$ cat config.mk
export PLATFORM = sky130hd
export DESIGN_NAME = nc_ifetch_buffer
export DESIGN_NICKNAME = d
export VERILOG_FILES = /design/src/rtl/sargantana_icache_pkg.sv /design/src/rtl/nc_line_store.sv /design/src/rtl/nc_ifetch_buffer.sv
export SDC_FILE = /design/constraint.sdc
export NUM_CORES = 1
export LEC_CHECK = 0
export BUFFER_PORTS_ARGS = -buffer_cell sky130_fd_sc_hd__buf_2
export CORE_AREA = 3 3 154 156
export CTS_CLUSTER_SIZE = 12
export DETAILED_ROUTE_END_ITERATION = 12
export DIE_AREA = 0 0 157 159
export PLACE_DENSITY = 0.8
export SETUP_SLACK_MARGIN = 0.02
export SLEW_MARGIN = 30
export SYNTH_ARGS = -nofsm -noshare
export SYNTH_HDL_FRONTEND = slang
export SYNTH_HIERARCHICAL = 1
export SYNTH_SLANG_ARGS = --single-unit
$ cat constraint.sdc
create_clock -name clk_i -period 20.8 [get_ports clk_i]
set_clock_uncertainty 0.05 [all_clocks]
set_input_delay 1.04 -clock clk_i [delete_from_list [all_inputs] [get_ports clk_i]]
set_output_delay 1.04 -clock clk_i [all_outputs]
set_load 0.005 [all_outputs]
$ cat src/rtl/sargantana_icache_pkg.sv
// Shared types and default sizing for the non-cacheable instruction fetch buffer.
package sargantana_icache_pkg;

  localparam int unsigned NcNumEntries = 2;
  localparam int unsigned NcLineBits   = 64;
  localparam int unsigned NcAddrBits   = 40;
  localparam int unsigned NcInstBits   = 32;
  localparam int unsigned NcL2DataBits = 256;

  typedef enum logic [1:0] {
    IDLE  = 2'd0,
    ISSUE = 2'd1,
    WAIT  = 2'd2,
    DRAIN = 2'd3
  } nc_ifetch_state_t;

  // Index width that never collapses to zero bits for single-element ranges.
  function automatic int unsigned nc_idx_bits(input int unsigned n);
    return (n > 1) ? $clog2(n) : 1;
  endfunction

endpackage

$ cat src/rtl/nc_line_store.sv
// Line storage for the non-cacheable fetch buffer: valid/tag/data arrays,
// single-match lookup and a round-robin victim pointer.
module nc_line_store
  import sargantana_icache_pkg::*;
#(
  parameter int unsigned NumEntries = NcNumEntries,
  parameter int unsigned LineBits   = NcLineBits,
  parameter int unsigned InstBits   = NcInstBits,
  parameter int unsigned TagBits    = NcAddrBits - $clog2(NcLineBits / 8),
  parameter int unsigned WSelBits   = nc_idx_bits(NcLineBits / NcInstBits)
) (
  input  logic                clk_i,
  input  logic                rstn_i,
  input  logic [TagBits-1:0]  lookup_tag,
  input  logic [WSelBits-1:0] word_sel,
  output logic                hit,
  output logic [InstBits-1:0] word,
  input  logic                fill,
  input  logic [TagBits-1:0]  fill_tag,
  input  logic [LineBits-1:0] fill_data,
  input  logic                flush
);

  localparam int unsigned IdxBits = nc_idx_bits(NumEntries);
  localparam logic [IdxBits-1:0] LastIdx = IdxBits'(NumEntries - 1);

  logic [NumEntries-1:0] valid;
  logic [TagBits-1:0]    tags [NumEntries];
  logic [LineBits-1:0]   lines [NumEntries];
  logic [IdxBits-1:0]    victim;
  logic [LineBits-1:0]   hit_line;
  int unsigned           word_base;

  // Fully associative match; fills only happen after a miss, so at most one entry matches.
  always_comb begin
    hit      = 1'b0;
    hit_line = '0;
    for (int unsigned i = 0; i < NumEntries; i++) begin
      if (valid[i] && (tags[i] == lookup_tag)) begin
        hit      = 1'b1;
        hit_line = lines[i];
      end
    end
    word_base = int'(word_sel) * InstBits;
    word      = hit_line[word_base +: InstBits];
  end

  // Valid bits and victim pointer; flush takes priority over a same-cycle fill.
  always_ff @(posedge clk_i or negedge rstn_i) begin
    if (!rstn_i) begin
      valid  <= '0;
      victim <= '0;
    end else if (flush) begin
      valid  <= '0;
      victim <= '0;
    end else if (fill) begin
      valid[victim] <= 1'b1;
      victim        <= (victim == LastIdx) ? '0 : victim + 1'b1;
    end
  end

  // Tag and data payload; contents are only meaningful under a set valid bit.
  always_ff @(posedge clk_i) begin
    if (fill && !flush) begin
      tags[victim]  <= fill_tag;
      lines[victim] <= fill_data;
    end
  end

endmodule

$ cat src/rtl/nc_ifetch_buffer.sv
// Non-cacheable instruction fetch buffer: serves hits from a small line store,
// issues one outstanding L2 line request on a miss, and drains stale responses
// after kill/flush.
module nc_ifetch_buffer
  import sargantana_icache_pkg::*;
#(
  parameter int unsigned NumEntries = NcNumEntries,
  parameter int unsigned LineBits   = NcLineBits,
  parameter int unsigned AddrBits   = NcAddrBits,
  parameter int unsigned InstBits   = NcInstBits,
  parameter int unsigned L2DataBits = NcL2DataBits
) (
  input  logic                  clk_i,
  input  logic                  rstn_i,
  input  logic                  req_valid_i,
  input  logic [AddrBits-1:0]   req_addr_i,
  output logic                  req_ready_o,
  input  logic                  kill_i,
  input  logic                  flush_i,
  output logic                  l2_req_valid_o,
  output logic [AddrBits-1:0]   l2_req_addr_o,
  input  logic                  l2_req_ready_i,
  input  logic                  l2_resp_valid_i,
  input  logic [L2DataBits-1:0] l2_resp_data_i,
  output logic                  resp_valid_o,
  output logic [InstBits-1:0]   resp_data_o
);

  localparam int unsigned OffBits      = $clog2(LineBits / 8);
  localparam int unsigned InstOffBits  = $clog2(InstBits / 8);
  localparam int unsigned TagBits      = AddrBits - OffBits;
  localparam int unsigned WordsPerLine = LineBits / InstBits;
  localparam int unsigned WSelBits     = nc_idx_bits(WordsPerLine);
  localparam logic [WSelBits-1:0] WSelMask = WSelBits'(WordsPerLine - 1);

  nc_ifetch_state_t state, state_next;

  logic [TagBits-1:0]  req_tag;
  logic [AddrBits-1:0] req_addr_sh;
  logic [WSelBits-1:0] req_wsel;
  logic [TagBits-1:0]  lat_tag;
  logic [WSelBits-1:0] lat_wsel;
  logic                latch_en;

  logic                abort;
  logic                store_hit;
  logic [InstBits-1:0] store_word;
  logic                fill;
  logic [LineBits-1:0] fill_line;
  logic [InstBits-1:0] fill_word;
  int unsigned         fill_base;

  logic                resp_valid_d;
  logic [InstBits-1:0] resp_data_d;

  assign abort       = kill_i | flush_i;
  assign req_tag     = req_addr_i[AddrBits-1:OffBits];
  assign req_addr_sh = req_addr_i >> InstOffBits;
  assign req_wsel    = req_addr_sh[WSelBits-1:0] & WSelMask;
  assign fill_line   = l2_resp_data_i[LineBits-1:0];

  assign l2_req_valid_o = (state == ISSUE);
  assign l2_req_addr_o  = {lat_tag, {OffBits{1'b0}}};

  nc_line_store #(
    .NumEntries (NumEntries),
    .LineBits   (LineBits),
    .InstBits   (InstBits),
    .TagBits    (TagBits),
    .WSelBits   (WSelBits)
  ) u_store (
    .clk_i      (clk_i),
    .rstn_i     (rstn_i),
    .lookup_tag (req_tag),
    .word_sel   (req_wsel),
    .hit        (store_hit),
    .word       (store_word),
    .fill       (fill),
    .fill_tag   (lat_tag),
    .fill_data  (fill_line),
    .flush      (flush_i)
  );

  // Select the requested instruction out of the returning L2 line.
  always_comb begin
    fill_base = int'(lat_wsel) * InstBits;
    fill_word = fill_line[fill_base +: InstBits];
  end

  // Next-state and per-state outputs; acceptance is masked by kill/flush.
  always_comb begin
    state_next   = state;
    req_ready_o  = 1'b0;
    latch_en     = 1'b0;
    fill         = 1'b0;
    resp_valid_d = 1'b0;
    resp_data_d  = resp_data_o;
    case (state)
      IDLE: begin
        req_ready_o = 1'b1;
        if (req_valid_i && !abort) begin
          if (store_hit) begin
            resp_valid_d = 1'b1;
            resp_data_d  = store_word;
          end else begin
            latch_en   = 1'b1;
            state_next = ISSUE;
          end
        end
      end
      ISSUE: begin
        if (abort) begin
          // A request already handshaken still owes a response that must be drained.
          state_next = l2_req_ready_i ? DRAIN : IDLE;
        end else if (l2_req_ready_i) begin
          state_next = WAIT;
        end
      end
      WAIT: begin
        if (l2_resp_valid_i) begin
          state_next = IDLE;
          if (!abort) begin
            fill         = 1'b1;
            resp_valid_d = 1'b1;
            resp_data_d  = fill_word;
          end
        end else if (abort) begin
          state_next = DRAIN;
        end
      end
      DRAIN: begin
        if (l2_resp_valid_i) state_next = IDLE;
      end
      default: state_next = IDLE;
    endcase
  end

  // State register.
  always_ff @(posedge clk_i or negedge rstn_i) begin
    if (!rstn_i) state <= IDLE;
    else         state <= state_next;
  end

  // Miss address latch; holds the request address stable while in flight.
  always_ff @(posedge clk_i or negedge rstn_i) begin
    if (!rstn_i) begin
      lat_tag  <= '0;
      lat_wsel <= '0;
    end else if (latch_en) begin
      lat_tag  <= req_tag;
      lat_wsel <= req_wsel;
    end
  end

  // Response register; data holds its last value between valid pulses.
  always_ff @(posedge clk_i or negedge rstn_i) begin
    if (!rstn_i) begin
      resp_valid_o <= 1'b0;
      resp_data_o  <= '0;
    end else begin
      resp_valid_o <= resp_valid_d;
      resp_data_o  <= resp_data_d;
    end
  end

endmodule

==> results.tsv, run 1 <==
metric	value	unit
avgRoutedWirePerCell	20.12	um
final_antenna_net_count	0	
worst_ep_arrival_time	3790	ps
dp_hpwl	16070	um
yosysWarnings	6	
nets	1268	
use_met2	0.3345	
dr.pass1.iters	4	
setup_viol	0	
cts_root_buf	clkbuf_16	
grt-busiest-layer	met2	
max-cap-violations	0	
antenna_found_initial	11	
fmax	294.3	MHz
tightestPinTransition	913.3	ps
hold_viol_final	0	
worstSetupPathType	input port to flip-flop	
leakagePower	0.005584	uW
path_clk_slew	60	ps
dp_slack	16870	ps
final.period_utilization	0.1633	
period_minus_slack	3398	ps
clk_latency	530	ps
drc	0	
ys_types	43	
min_path_type	flip-flop to flip-flop	
intPower	1097	uW
wl	25630	um
dieArea	24960	um2
worst-path-max-fanout	33	
ios	378	
maxSlewViolCount	0	
fp-row-count	55	
total_power	1488	uW
synth_edf_count	202	
grt_usage	0.2028	
vias	7067	
post_cts_buffers	0	
swShare	0.2628	
syn_inst	782	
critPathCaptureType	flip-flop	
setup_ws	17400	ps
rsz0062_at_grt	no	
cts_max_path_buffers	3	
max-vdd-ir-drop	0.00007967	V
ctsHoldBuffers	0	
critPathRequiredTime	21190	ps
grt_max_degree	66	
synth_area_per_cell	15.45	um2
yosysTopAreaCell	edfxtp_1	
combPwrFrac	0.179	
max-slew-margin-rel	0.3911	
grt_use_met3	0.06143	
synth_area	12080	um2
overflow	0	
cpMaxStageDelayCell	a41o_4	
timing.hold.ws	431.8	ps
gp_congestion	0.7738	
grt_pass1_vias	7484	
cts_tree	yes	
path_cells	buf_2 -> xnor2_1 -> nand4_1 -> nor4_1 -> nand3_2 -> buf_4 -> nand2_1 -> a41o_4 -> mux2i_1	
synth_seq_cells	278	
switchingPower	391.0	uW
pwr-share-seq	0.507	
drive_gt1_frac	0.2759	
drt_iter0_markers	436	
clkPwrFrac	0.314	
numCtsBuffers	28	
seq_area_frac_synth	0.6596	
htreeDepth	1	
vias_per_cell	5.547	
fill_cells	1677	
crit_path_max_incr_delay	680	ps
status	finished, final reports clean	
grt_pass1_wl	40120	um
initial_core_util	0.5368	
synthTopCellsByArea	edfxtp_1 (50%), dfrtp_1 (16%), mux2i_1 (11%)	
async_flop_share	0.2734	
die_h	159	um
port_buffers	180	
startpoint_type	input port	
core_area	22500	um2
cts.sinks	278	
finalSetupTns	0	ps
yosysTopAreaCellShare	0.5022	
chipWidth	157	um
grtUsageMet1	0.2646	
synth-main-ff-cell	edfxtp_1	
power_density	106.0	nW/um2
cts_resized	0	
syn_to_final_growth	16.20	%
## cell usage after synthesis, types with 3 or more instances
| cell type | number |
|---|---|
| buf_2 | 12 |
| nor2b_1 | 3 |
| nand3_1 | 4 |
| nor2_2 | 3 |
| buf_6 | 6 |
| clkbuf_1 | 7 |
| nand2b_1 | 5 |
| buf_4 | 7 |
| xnor2_1 | 64 |
| dfrtp_1 | 76 |
| xor2_1 | 5 |
| inv_1 | 37 |
| a21oi_1 | 32 |
| nor4_1 | 3 |
| buf_8 | 3 |
| edfxtp_1 | 202 |
| nor2_1 | 33 |
| mux2_1 | 39 |
| nand4_1 | 47 |
| bufbuf_8 | 6 |
| mux2_2 | 32 |
| mux2i_1 | 129 |
## path summary, 6_finish.rpt
| kind | start | end | slack [ps] | cells after the start |
|---|---|---|---|---|
| max | req_addr_i[37] | resp_data_o[0]$_DFFE_PN0P_ | 17400 | 9 |
| min | lat_tag[13]$_DFFE_PN0P_ | u_store/tags[0][13]$_DFFE_PP_ | 430 | 0 |
| max reg2reg | u_store/tags[1][34]$_DFFE_PP_ | resp_data_o[0]$_DFFE_PN0P_ | 17670 | 8 |
| min reg2reg | lat_tag[13]$_DFFE_PN0P_ | u_store/tags[0][13]$_DFFE_PP_ | 430 | 0 |
| max in group asynchronous | rstn_i | lat_wsel$_DFFE_PN0P_ | 19230 | 2 |
| min in group asynchronous | rstn_i | lat_tag[27]$_DFFE_PN0P_ | 450 | 1 |
## cells by family (layout without fill, tap and decap cells)
family	after synthesis	count (layout)	synth area share
other cells	1	6	0.0003105
compound gates	46	46	0.02227
flops	278	278	0.6596
buf+inv	79	281	0.04195
xor+xnor	69	69	0.05003
simple gates	109	109	0.05272
mux	200	200	0.1731
## flip-flops by register name, summed over array words and instances (netlist names)
| signal | cells |
|---|---|
| lat_tag | 37 |
| state | 2 |
| u_store/lines | 128 |
| u_store/tags | 74 |
| resp_valid_o | 1 |
| resp_data_o | 32 |
| u_store/victim | 1 |
| lat_wsel | 1 |
| u_store/valid | 2 |
## critical path: cells and delay by family
kind	cells	cell delay, ps
compound gates	1	680
simple gates	4	970
mux	1	290
buf+inv	2	480
xor+xnor	1	290
## metrics by stage
step	instances	utilization	area [um2]
floorplan	784	-	12090
global placement	1218	0.5823	13100
detailed placement	1220	0.5852	13170
CTS	1271	0.6232	14020
global route	1272	0.6235	14030
finish	1274	0.6237	14040
## final cells by class
type	count	area (um2)	area share
antenna	3	7.507	0.0005349
timing repair buffer	193	1045	0.07443
sequential	278	7969	0.5677
tap	285	356.6	0.02541
inverter	37	138.9	0.009895
clock inverter	3	50.05	0.003566
multi-input combinational	427	3664	0.2610
clock buffer	48	805.8	0.05741
## layout by cell type, fill, tap and decap left out, drive strengths merged, types with 2 or more instances in the layout
cell    count
inv        37
xnor2      64
clkinv      2
conb        3
buf       193
nand2b      5
xor2        5
dfrtp      76
diode       3
and3        2
clkbuf     48
mux2i     129
a221o       2
a21oi      32
nand4      47
nor4        7
o21ai       3
mux2       71
nor2       36
nor2b       3
edfxtp    202
nand3       4
nand2       2
a21o        2
## routing by layer
| metal | wire (um) | share of wire |
|---|---|---|
| met1 | 10460 | 0.41 |
| met3 | 2223 | 0.087 |
| met5 | 115 | 0.0045 |
| met2 | 12290 | 0.48 |
| met4 | 541 | 0.021 |
## power by group through the flow
stage,Clock [uW],Sequential [uW],Combinational [uW]
after CTS,477,754,271
after global placement,0,760,260
after floorplan,0,754,144
after detailed placement,0,765,269
after global routing,497,767,297
final,468,754,266
(Power assumes the default switching activity.)
==> run 2, diff against run 1 <==
CORE_AREA = 3 3 158 160   (was 3 3 154 156)
DIE_AREA = 0 0 161 163   (was 0 0 157 159)
PLACE_DENSITY = 0.76   (was 0.8)
clock period = 3.5 ns   (was 20.8 ns; I/O delays follow)
==> results.tsv, run 2 (synthesis results as in run 1) <==
metric	value	unit
status	finished, final reports clean	
final.period_utilization	0.7430	
dp_hpwl	16640	um
top_register	u_store/lines	
gp_congestion	0.7921	
max-slew-margin-rel	0.4138	
hold_viol_final	0	
antenna_found_initial	2	
max-vdd-ir-drop	0.0005684	V
avgRoutedWirePerCell	20.29	um
cpMaxStageDelayCell	nor4_1	
tightestPinTransition	879.3	ps
critPathCaptureType	flip-flop	
final_common_cell	edfxtp_1	
vias	7607	
fmax	384.5	MHz
finalNonFillerCells	1416	
cts_resized	0	
die_h	163	um
cts.sinks	278	
wl	28740	um
layout_common_cells	edfxtp_1 (202), buf_2 (179), mux2i_1 (129), dlygate4sd3_1 (104), dfrtp_1 (75)	
vias_per_cell	5.372	
crit_path_max_incr_delay	470	ps
setup_viol	0	
top_regs	u_store/lines: 128 flops, u_store/tags: 74 flops, lat_tag: 37 flops	
worst_ep_arrival_time	2960	ps
syn_to_final_growth	25.64	%
dieArea	26240	um2
clk_latency	530	ps
largest_reg_flops	128	
place_area	13230	um2
maxSlewViolCount	0	
leakagePower	0.006064	uW
worst-path-max-fanout	38	
dr.pass1.iters	5	
chipWidth	161	um
dp_cells	1256	
port_buffers	180	
final_antenna_net_count	0	
final_cell_area	15180	um2
numCtsBuffers	29	
startpoint_type	flip-flop	
grt_usage	0.2161	
power_density	600.7	nW/um2
critPathRequiredTime	3860	ps
cts_max_path_buffers	3	
min_path_type	input port to flip-flop	
fp-row-count	56	
period_minus_slack	2600	ps
cts_tree	yes	
ios	378	
initial_core_util	0.5131	
drc	0	
htreeDepth	1	
overflow	0	
core_area	23540	um2
critical-path-top-delay-family	simple AND/OR/NAND/NOR gates	
grt_pass1_wl	44770	um
cts_root_buf	clkbuf_16	
grt_pass1_vias	8133	
drt_iter0_markers	482	
path_cells	xnor2_1 -> nand4_1 -> nor4_1 -> nand3_2 -> nand2_1 -> nor2_4 -> buf_4 -> mux2_1	
grt_max_degree	66	
rsz0062_at_grt	no	
max-cap-violations	0	
worstSetupPathType	flip-flop to flip-flop	
drive_gt1_frac	0.2557	
nets	1375	
path_clk_slew	60	ps
critPathBufInv	1	
## run 2: changes by cell type in the layout (fill, tap and decap cells not counted), moves of 2 or more
cell           change
clkinv_2           +3
buf_16             -2
clkbuf_8           +2
clkbuf_1           -4
buf_12             +3
dlygate4sd3_1    +104
buf_4              +2
## run 2: power breakdown
part           internal [uW]  switching (uW)
sequential              4110             410
clock                   1710            1200
combinational            857             831
## run 2: worst paths after layout
| path | start | endpoint | slack, ps | cells past startpoint |
|---|---|---|---|---|
| worst max-delay path | u_store/tags[1][0]$_DFFE_PP_ | lat_tag[2]$_DFFE_PN0P_ | 900 | 8 |
| worst min-delay path | kill_i | u_store/victim$_DFFE_PN0P_ | 9 | 4 |
| worst max register to register | u_store/tags[1][0]$_DFFE_PP_ | lat_tag[2]$_DFFE_PN0P_ | 900 | 8 |
| worst min register to register | lat_tag[4]$_DFFE_PN0P_ | u_store/tags[0][4]$_DFFE_PP_ | 430 | 0 |
| max in group asynchronous | rstn_i | u_store/valid[0]$_DFFE_PN0P_ | 2320 | 3 |
| min in group asynchronous | rstn_i | lat_tag[0]$_DFFE_PN0P_ | 260 | 2 |
## run 2: area by class of cell
class / instances / area, um2
antenna: 2 / 5.005
clock buffer: 47 / 843.3
clock inverter: 7 / 61.31
fill: 1685 / 8367
inverter: 37 / 138.9
multi-input combinational: 427 / 3665
sequential: 278 / 7969
tap: 319 / 399.1
timing repair buffer: 299 / 2095
## run 2: routing by layer
layer / global-route usage / wire length (um)
met5: 0 / 13
met4: 0.05358 / 555
met3: 0.04044 / 1852
met2: 0.3701 / 14030
met1: 0.2882 / 12290
## run 2: worst reg2reg max path, delay by kind of cell (launching register included)
| kind | cells | cell delay, ps |
|---|---|---|
| flops | 1 | 400 |
| simple gates | 5 | 1000 |
| xor+xnor | 1 | 280 |
| mux | 1 | 450 |
| buf+inv | 1 | 290 |
## run 2: through the flow
step                power [uW]    util  hold slack (ps)  worst slack (ps)  TNS [ps]
finish                    9116  0.6446            8.654             899.5         0
global placement          6071  0.5615            282.7              1106         0
detailed placement        6148  0.5618            286.4              1001         0
global route              9545  0.6445            25.10             787.8         0
floorplan                 5339       -           -170.6            -401.0    -40620
CTS                       9135  0.6444           0.4349             976.9         0
## run 2: timing repair
item / 4_1_cts / 5_1_grt
hold buffers: 104 / 0
endpoints found under the hold margin: 223 / 0
setup buffers: 0 / 0
